**src/rtl/serial_sub_pkg.sv**
```systemverilog
// Shared types and constants for the digit-serial subtractor.
package serial_sub_pkg;

  typedef enum logic [1:0] {
    IDLE = 2'd0,
    RUN  = 2'd1,
    DONE = 2'd2
  } state_t;

  localparam int DEF_WIDTH = 14;
  localparam int DEF_DIGIT = 1;

  // Counter must hold WIDTH/DIGIT, the number of RUN cycles.
  function automatic int cnt_width(input int width, input int digit);
    return $clog2(width / digit + 1);
  endfunction

endpackage

```
**src/rtl/sub_digit.sv**
```systemverilog
// Combinational DIGIT-bit subtract cell: ripple of full-subtractor slices.
module sub_digit #(
  parameter int DIGIT = 1
) (
  input  logic [DIGIT-1:0] x,
  input  logic [DIGIT-1:0] y,
  input  logic             bin,
  output logic [DIGIT-1:0] d,
  output logic             bout
);

  logic [DIGIT:0] brw;

  assign brw[0] = bin;

  generate
    for (genvar gi = 0; gi < DIGIT; gi++) begin : g_slice
      assign d[gi]       = x[gi] ^ y[gi] ^ brw[gi];
      assign brw[gi + 1] = (~x[gi] & y[gi]) | (~(x[gi] ^ y[gi]) & brw[gi]);
    end
  endgenerate

  assign bout = brw[DIGIT];

endmodule

```
**src/rtl/serial_subtractor.sv**
```systemverilog
// Digit-serial unsigned subtractor, a - b over WIDTH/DIGIT cycles.
// Define SERIAL_SUB_CLAMP_EN to saturate negative results to zero.
module serial_subtractor
  import serial_sub_pkg::*;
#(
  parameter int WIDTH = DEF_WIDTH,
  parameter int DIGIT = DEF_DIGIT
) (
  input  logic             clk,
  input  logic             rst,
  input  logic             in_valid,
  output logic             in_ready,
  input  logic [WIDTH-1:0] a,
  input  logic [WIDTH-1:0] b,
  output logic             out_valid,
  input  logic             out_ready,
  output logic [WIDTH:0]   diff,
  output logic             neg
);

  localparam int STEPS = WIDTH / DIGIT;
  localparam int CW    = cnt_width(WIDTH, DIGIT);

  state_t           state_q, state_d;
  logic [WIDTH-1:0] a_q, a_d, b_q, b_d, res_q, res_d;
  logic             borrow_q, borrow_d;
  logic [CW-1:0]    cnt_q, cnt_d;
  logic             in_ready_q, in_ready_d;
  logic             out_valid_q, out_valid_d;
  logic [WIDTH:0]   diff_q, diff_d;
  logic             neg_q, neg_d;

  logic [DIGIT-1:0]       dig_d;
  logic                   dig_bout;
  logic [WIDTH+DIGIT-1:0] res_cat;
  logic [WIDTH:0]         fin_diff;

  sub_digit #(.DIGIT(DIGIT)) u_sub_digit (
    .x   (a_q[DIGIT-1:0]),
    .y   (b_q[DIGIT-1:0]),
    .bin (borrow_q),
    .d   (dig_d),
    .bout(dig_bout)
  );

  // New digit enters at the top; after STEPS shifts the LSB digit sits at bit 0.
  assign res_cat = {dig_d, res_q};

  always_comb begin
    fin_diff = {dig_bout, res_cat[WIDTH+DIGIT-1:DIGIT]};
`ifdef SERIAL_SUB_CLAMP_EN
    if (dig_bout) fin_diff = '0;
`endif
  end

  always_comb begin
    state_d     = state_q;
    a_d         = a_q;
    b_d         = b_q;
    res_d       = res_q;
    borrow_d    = borrow_q;
    cnt_d       = cnt_q;
    in_ready_d  = in_ready_q;
    out_valid_d = out_valid_q;
    diff_d      = diff_q;
    neg_d       = neg_q;
    unique case (state_q)
      IDLE: begin
        in_ready_d = 1'b1;
        if (in_valid && in_ready_q) begin
          a_d        = a;
          b_d        = b;
          borrow_d   = 1'b0;
          cnt_d      = '0;
          in_ready_d = 1'b0;
          state_d    = RUN;
        end
      end
      RUN: begin
        a_d      = a_q >> DIGIT;
        b_d      = b_q >> DIGIT;
        res_d    = res_cat[WIDTH+DIGIT-1:DIGIT];
        borrow_d = dig_bout;
        cnt_d    = cnt_q + 1'b1;
        if (cnt_q == CW'(STEPS - 1)) begin
          out_valid_d = 1'b1;
          diff_d      = fin_diff;
          neg_d       = dig_bout;
          state_d     = DONE;
        end
      end
      DONE: begin
        if (out_ready) begin
          out_valid_d = 1'b0;
          state_d     = IDLE;
        end
      end
      default: state_d = IDLE;
    endcase
  end

  always_ff @(posedge clk) begin
    if (rst) begin
      state_q     <= IDLE;
      a_q         <= '0;
      b_q         <= '0;
      res_q       <= '0;
      borrow_q    <= 1'b0;
      cnt_q       <= '0;
      in_ready_q  <= 1'b1;
      out_valid_q <= 1'b0;
      diff_q      <= '0;
      neg_q       <= 1'b0;
    end else begin
      state_q     <= state_d;
      a_q         <= a_d;
      b_q         <= b_d;
      res_q       <= res_d;
      borrow_q    <= borrow_d;
      cnt_q       <= cnt_d;
      in_ready_q  <= in_ready_d;
      out_valid_q <= out_valid_d;
      diff_q      <= diff_d;
      neg_q       <= neg_d;
    end
  end

  assign in_ready  = in_ready_q;
  assign out_valid = out_valid_q;
  assign diff      = diff_q;
  assign neg       = neg_q;

endmodule

```
**config.mk**
```make
export PLATFORM = sky130hd
export DESIGN_NAME = serial_subtractor
export DESIGN_NICKNAME = d
export VERILOG_FILES = /design/src/rtl/serial_sub_pkg.sv /design/src/rtl/sub_digit.sv /design/src/rtl/serial_subtractor.sv
export SDC_FILE = /design/constraint.sdc
export NUM_CORES = 1
export LEC_CHECK = 0
export BUFFER_PORTS_ARGS = -buffer_cell sky130_fd_sc_hd__buf_2
export CELL_PAD_IN_SITES_DETAIL_PLACEMENT = 1
export CELL_PAD_IN_SITES_GLOBAL_PLACEMENT = 1
export CORE_ASPECT_RATIO = 1.1
export CORE_MARGIN = 2
export CORE_UTILIZATION = 29
export CTS_CLUSTER_SIZE = 20
export DETAILED_ROUTE_END_ITERATION = 8
export PLACE_DENSITY = 0.67
export SYNTH_ARGS = -nofsm -noshare
export SYNTH_HDL_FRONTEND = slang
export SYNTH_SLANG_ARGS = --single-unit
```
**constraint.sdc**
```tcl
create_clock -name clk -period 3.9 [get_ports clk]
set_clock_uncertainty 0.15 [all_clocks]
set_input_delay 0.78 -clock clk [delete_from_list [all_inputs] [get_ports clk]]
set_output_delay 0.78 -clock clk [all_outputs]
set_load 0.05 [all_outputs]
```
==> results.toml, run 1 <==
[detailed_routing]
first_pass_iters = 4
wl_um = 6170
drc_errors = 0
num_vias = 2056
viasPerCell = 4.99
drt_iter0_drc = 89
ant_nets = 0
post_drt_wl_per_cell_um = 15.0

[timing]
rsz0062_at_grt = "false"
final_max_slew_viol_count = 0
fmax_ghz = 0.410
setup_ws_ns = 1.46
fin_crit_sh = 0.625
fin_crit_ns = 2.44
slew_headroom = 0.297
hold_viol = 0
tightestPinTransition_ns = 1.05
fin_setup_tns_ns = 0
hold_ws_ns = 0.310
setup_viol = 0

[worst_setup_path]
start_kind = "primary input"
critPathRequiredTime_ns = 3.94
critPathMaxFanout = 37
r2r_cells = 4
slowest_delay_ns = 0.69
cp_data_arrival_time_ns = 2.48
crit_path_end_kind = "flip-flop"
worst-r2r-setup-slack_ns = 1.55
endpoint = "diff[14]"
cp_slowest_cell = "clkinv_1"
r2r-end = "b_q[4]"
cp_cell_sequence = "buf_2 > clkinv_1 > o211ai_1 > o31ai_2"
critPathLaunch = "rst"
reg2reg_from = "state_q[1]"
path_class = "in2reg"

[final_layout]
synthToLayoutAreaGrowth_pct = 16.4
drive_above_1_share = 0.302
fillCellCount = 999
final_area_um2 = 3090
nNetsFinal = 328
num_antenna_cells = 0

[floorplan]
row_count = 36
num_io_pins = 50
die_h_um = 104
fp.coreArea_um2 = 8870
die_w_um = 95.2
start_util = 0.299
die-area_um2 = 9940

[yosys]
synth_mux_area_frac = 0.00754
syn_avg_cell_area_um2 = 10.5
seq_area_frac_synth = 0.490
ys_types = 40
synthArstFlopShare = 0
synth_top_area_frac = 0.490
yosys_register_bits = 65
ys.flop_type = "dfxtp_1"
synth_compound_area_frac = 0.220
synth.most_common_cell = "dfxtp_1"
synth_warnings = 0
synth_area_leaders = "dfxtp_1 49%, and2_1 5.9%, a221o_2 5.5%, nor4b_1 4.6%, a221o_1 4.5%"
synth_top_family_by_area = "compound AO/OA/AOI/OAI gates"
synth.top_cells.by_count = "65 x dfxtp_1, 30 x nand2_1, 25 x and2_1"
syn_area_um2 = 2660
synth_nets = 289
synth_enable_flop_cells = 0
synth_xor_area_frac = 0
synth_area_leader_cell = "dfxtp_1"
synthCells = 254
synthSimpleGateAreaFrac = 0.203
synthAdderAreaFrac = 0.0170

[clocking]
cts_max_path_buffers = 2
cts_setup_buffers = 0
cts_root_buf = "clkbuf_8"
htreeDepth = 3
cts_resized = 0
cts_tree = "yes"
path_clk_slew_ns = 0.07
clk_latency_ns = 0.33
cts_buffers = 9
cts_sinks = 65
cts_hold_buf = 0

[power]
power_switching_uw = 329
clockPowerShare = 0.389
p_leak_nw = 1.24
p_int_mw = 1.00
p_sw_frac = 0.247
p_per_area_nw_per_um2 = 431
seqPwrFrac = 0.532
power_mw = 1.33
combPwrFrac = 0.079
ir_drop_mv = 0.210

[place]
port_buffers = 49
place_ws_ns = 1.10
dp_hpwl_um = 3920
place_area_um2 = 2910
place.gp.congestion = 0.719

[grt]
grt_pass1_wl_um = 10100
grt_overflow = 0
grt_max_degree = 38
antenna_found_initial = 0
grt_pass1_vias = 2128
grt_usage = 0.129

[run_status]
outcome = "finished, final reports clean"

[hold_path]
hold_path_class = "reg2reg"

[run]
drv_cap = 0
## registers in the layout (all words and copies together) (netlist names)
| name | cells |
|---|---|
| in_ready | 1 |
| res_q | 13 |
| borrow_q | 1 |
| state_q | 2 |
| out_valid | 1 |
| a_q | 14 |
| b_q | 14 |
| cnt_q | 4 |
| diff | 15 |
## layout by cell type, fill, tap and decap left out, drive strengths merged, types with 3 or more instances in the layout
cell    synthesis  layout
clkbuf          8      14
a221o          25      25
nand2          30      30
nor4b          14      14
dfxtp          65      65
and2           25      25
buf            15      51
inv             4       4
a21oi          20      20
a31o           14      14
o21ai           3       3
## power groups by stage
stage / clock network, mW / registers [mW] / logic, mW
6_report: 0.518 / 0.707 / 0.105
3_5_place_dp: 0 / 0.722 / 0.106
5_1_grt: 0.570 / 0.710 / 0.117
3_3_place_gp: 0 / 0.721 / 0.104
2_1_floorplan: 0 / 0.718 / 0.0762
4_1_cts: 0.538 / 0.707 / 0.107
## per-layer routing
layer	routed length, um	up-vias	share of wire	track usage
li1	-	1006	-	-
met1	2930	1005	0.48	0.162
met2	2870	39	0.47	0.207
met3	286	6	0.046	0.0420
met4	78	0	0.013	0.0435
met5	0	-	0	0
## critical path, delay by kind of cell
family	cells	cell delay, ns
buffers and inverters	2	1.27
AOI/OAI and AO/OA	2	0.41
## how the worst min path moves through the flow
stage          startpoint         to  slack (ns)  cells after the start
2_1_floorplan    res_q[1]   res_q[1]        0.28                      2
3_3_place_gp     res_q[1]   res_q[1]        0.29                      2
3_5_place_dp    out_valid  out_valid        0.31                      2
4_1_cts         out_valid  out_valid        0.32                      2
5_1_grt         res_q[12]  res_q[11]        0.32                      2
6_report        out_valid  out_valid        0.31                      2
## per-stage QoR
step | utilization | cells
4_1_cts | 0.348 | 412
6_report | 0.348 | 412
3_3_place_gp | 0.328 | 396
5_1_grt | 0.348 | 412
3_5_place_dp | 0.328 | 396
2_1_floorplan | - | 254
## cell type report
cell class              count  area [um^2]  area share
flip-flops and latches     65         1300       0.421
multi-input cells         161         1190       0.386
repair buffers             51          260      0.0842
clock buffers              14          163      0.0527
well taps                 114          143      0.0462
inverters                   5         18.8     0.00608
clock inverters             2         12.5     0.00405
## cell families (layout without fill, tap and decap cells)
family          after synthesis  after routing
simple gates                 85             85
fa+ha+maj                     3              3
flops                        65             65
mux                           2              2
buf+inv                      28             72
compound gates               71             71
(Power assumes the default switching activity.)
==> inputs of run 2 (changes only) <==
--- a/config.mk
+++ b/config.mk
@@ -13,7 +13,7 @@
 export CORE_UTILIZATION = 29
 export CTS_CLUSTER_SIZE = 20
 export DETAILED_ROUTE_END_ITERATION = 8
-export PLACE_DENSITY = 0.67
+export PLACE_DENSITY = 0.7
 export SYNTH_ARGS = -nofsm -noshare
 export SYNTH_HDL_FRONTEND = slang
 export SYNTH_SLANG_ARGS = --single-unit
==> constraint.sdc (replaced) <==
create_clock -name clk -period 2.1 [get_ports clk]
set_clock_uncertainty 0.15 [all_clocks]
set_input_delay 0.42 -clock clk [delete_from_list [all_inputs] [get_ports clk]]
set_output_delay 0.42 -clock clk [all_outputs]
set_load 0.05 [all_outputs]
==> results.toml, run 2 (synthesized netlist as in run 1, its figures left out) <==
[run_status]
outcome = "finished, final reports clean"

[clocking]
cts_max_path_buffers = 2
clk_latency_ns = 0.34
cts_buffers = 9
cts_tree = "yes"
cts_setup_buffers = 0
cts_hold_buf = 0
htreeDepth = 3
cts_root_buf = "clkbuf_8"
path_clk_slew_ns = 0.07
cts_resized = 0
cts_sinks = 65

[worst_setup_path]
path_class = "reg2reg"
critPathRequiredTime_ns = 2.23
critPathMaxFanout = 26
critPathTopFamily = "simple AND/OR/NAND/NOR gates"
reg2reg_from = "state_q[0]"
worst-r2r-setup-slack_ns = 0.29
start_kind = "flip-flop"
crit_path_end_kind = "flip-flop"
cp_cell_sequence = "nor3b_4 > and3_1 > a211o_1"
critPathLaunch = "state_q[0]"
cp_slowest_cell = "nor3b_4"
slowest_delay_ns = 0.74
crit_buf_inv = 0
r2r_cells = 3
r2r-end = "cnt_q[3]"
endpoint = "cnt_q[3]"
worst-path-stages = 3
cp_data_arrival_time_ns = 1.94

[final_layout]
final_area_um2 = 3190
final_cell_mix = "65 x dfxtp_1, 49 x buf_2, 30 x nand2_1, 25 x and2_1, 19 x a21oi_1"
num_antenna_cells = 0
final_common_cell = "dfxtp_1"
fin_util = 0.359
nNetsFinal = 335
largest_register_ffs = 15
drive_above_1_share = 0.319
synthToLayoutAreaGrowth_pct = 20.1
fillCellCount = 1008

[grt]
grt_overflow = 0
grt_pass1_wl_um = 10800
use_met3 = 0.0435
top_usage_layer = "met2"
antenna_found_initial = 0
met1_usage = 0.171
grt_max_degree = 31
grt_usage = 0.139
grt_use_met2 = 0.227
grt_pass1_vias = 2259

[detailed_routing]
num_vias = 2115
ant_nets = 0
drt_iter0_drc = 68
post_drt_wl_per_cell_um = 15.2
drc_errors = 0
first_pass_iters = 4
viasPerCell = 5.06
wl_um = 6360

[floorplan]
num_io_pins = 50
row_count = 36
die_w_um = 95.2
die-area_um2 = 9940
start_util = 0.299
fp.coreArea_um2 = 8870
die_h_um = 104

[place]
place_area_um2 = 2980
port_buffers = 49
place_ws_ns = 0.231
place.gp.congestion = 0.784
dp_hpwl_um = 4250

[timing]
slew_headroom = 0.471
fmax_ghz = 0.551
fin_setup_tns_ns = 0
tightestPinTransition_ns = 0.793
fin_crit_ns = 1.81
final_max_slew_viol_count = 0
setup_viol = 0
hold_viol = 0
rsz0062_at_grt = "false"
setup_ws_ns = 0.287
fin_crit_sh = 0.863

[power]
power_mw = 2.68
p_per_area_nw_per_um2 = 839
p_leak_nw = 1.30
ir_drop_mv = 0.341

[hold_path]
hold_path_class = "in2reg"

[run]
drv_cap = 0
[run 2: changes by cell type in the layout (fill, tap and decap cells not counted)]
| cell | change |
|---|---|
| clkinvlp_4 | -1 |
| bufinv_16 | +2 |
| clkbuf_8 | -1 |
| buf_12 | +1 |
| buf_4 | +6 |
| clkbuf_1 | -1 |
[run 2: layout make-up]
type | instances | area, um^2 | area share
sequential | 65 | 1300 | 0.408
multi-input combinational | 161 | 1190 | 0.373
timing repair buffer | 58 | 325 | 0.102
clock buffer | 12 | 145 | 0.0455
tap | 114 | 143 | 0.0447
clock inverter | 3 | 65.1 | 0.0204
inverter | 5 | 18.8 | 0.00588
[run 2: stage by stage]
stage	std cells	hold WS (ns)
final	418	0.144
after global routing	418	0.142
after CTS	418	0.126
after detailed placement	403	0.302
after global placement	403	0.296
after floorplan	254	0.282
[run 2: report_power, final]
group | switching, mW | internal, mW | leakage [nW]
sequential | 0.0306 | 1.28 | 0.528
combinational | 0.114 | 0.0960 | 0.664
clock | 0.459 | 0.694 | 0.106
[run 2: metal layers]
metal | up-vias | routed length (um)
li1 | 1027 | -
met1 | 1027 | 2950
met2 | 53 | 3000
met3 | 8 | 322
met4 | 0 | 86
met5 | - | 0
[run 2: worst reg2reg max path: cells and delay by family (launching register included)]
kind             cells  cell delay (ns)
AO/OA/AOI/OAI        1             0.09
flip-flops           1             0.51
AND/OR/NAND/NOR      2             1.02
[run 2: how the worst min path moves through the flow]
stage,startpoint,end,slack [ns],cells past startpoint
3_5_place_dp,res_q[1],res_q[1],0.30,2
5_1_grt,a[13],a_q[13],0.14,2
6_report,b[13],b_q[13],0.14,2
4_1_cts,b[13],b_q[13],0.13,2
2_1_floorplan,res_q[1],res_q[1],0.28,2
3_3_place_gp,out_valid,out_valid,0.30,2
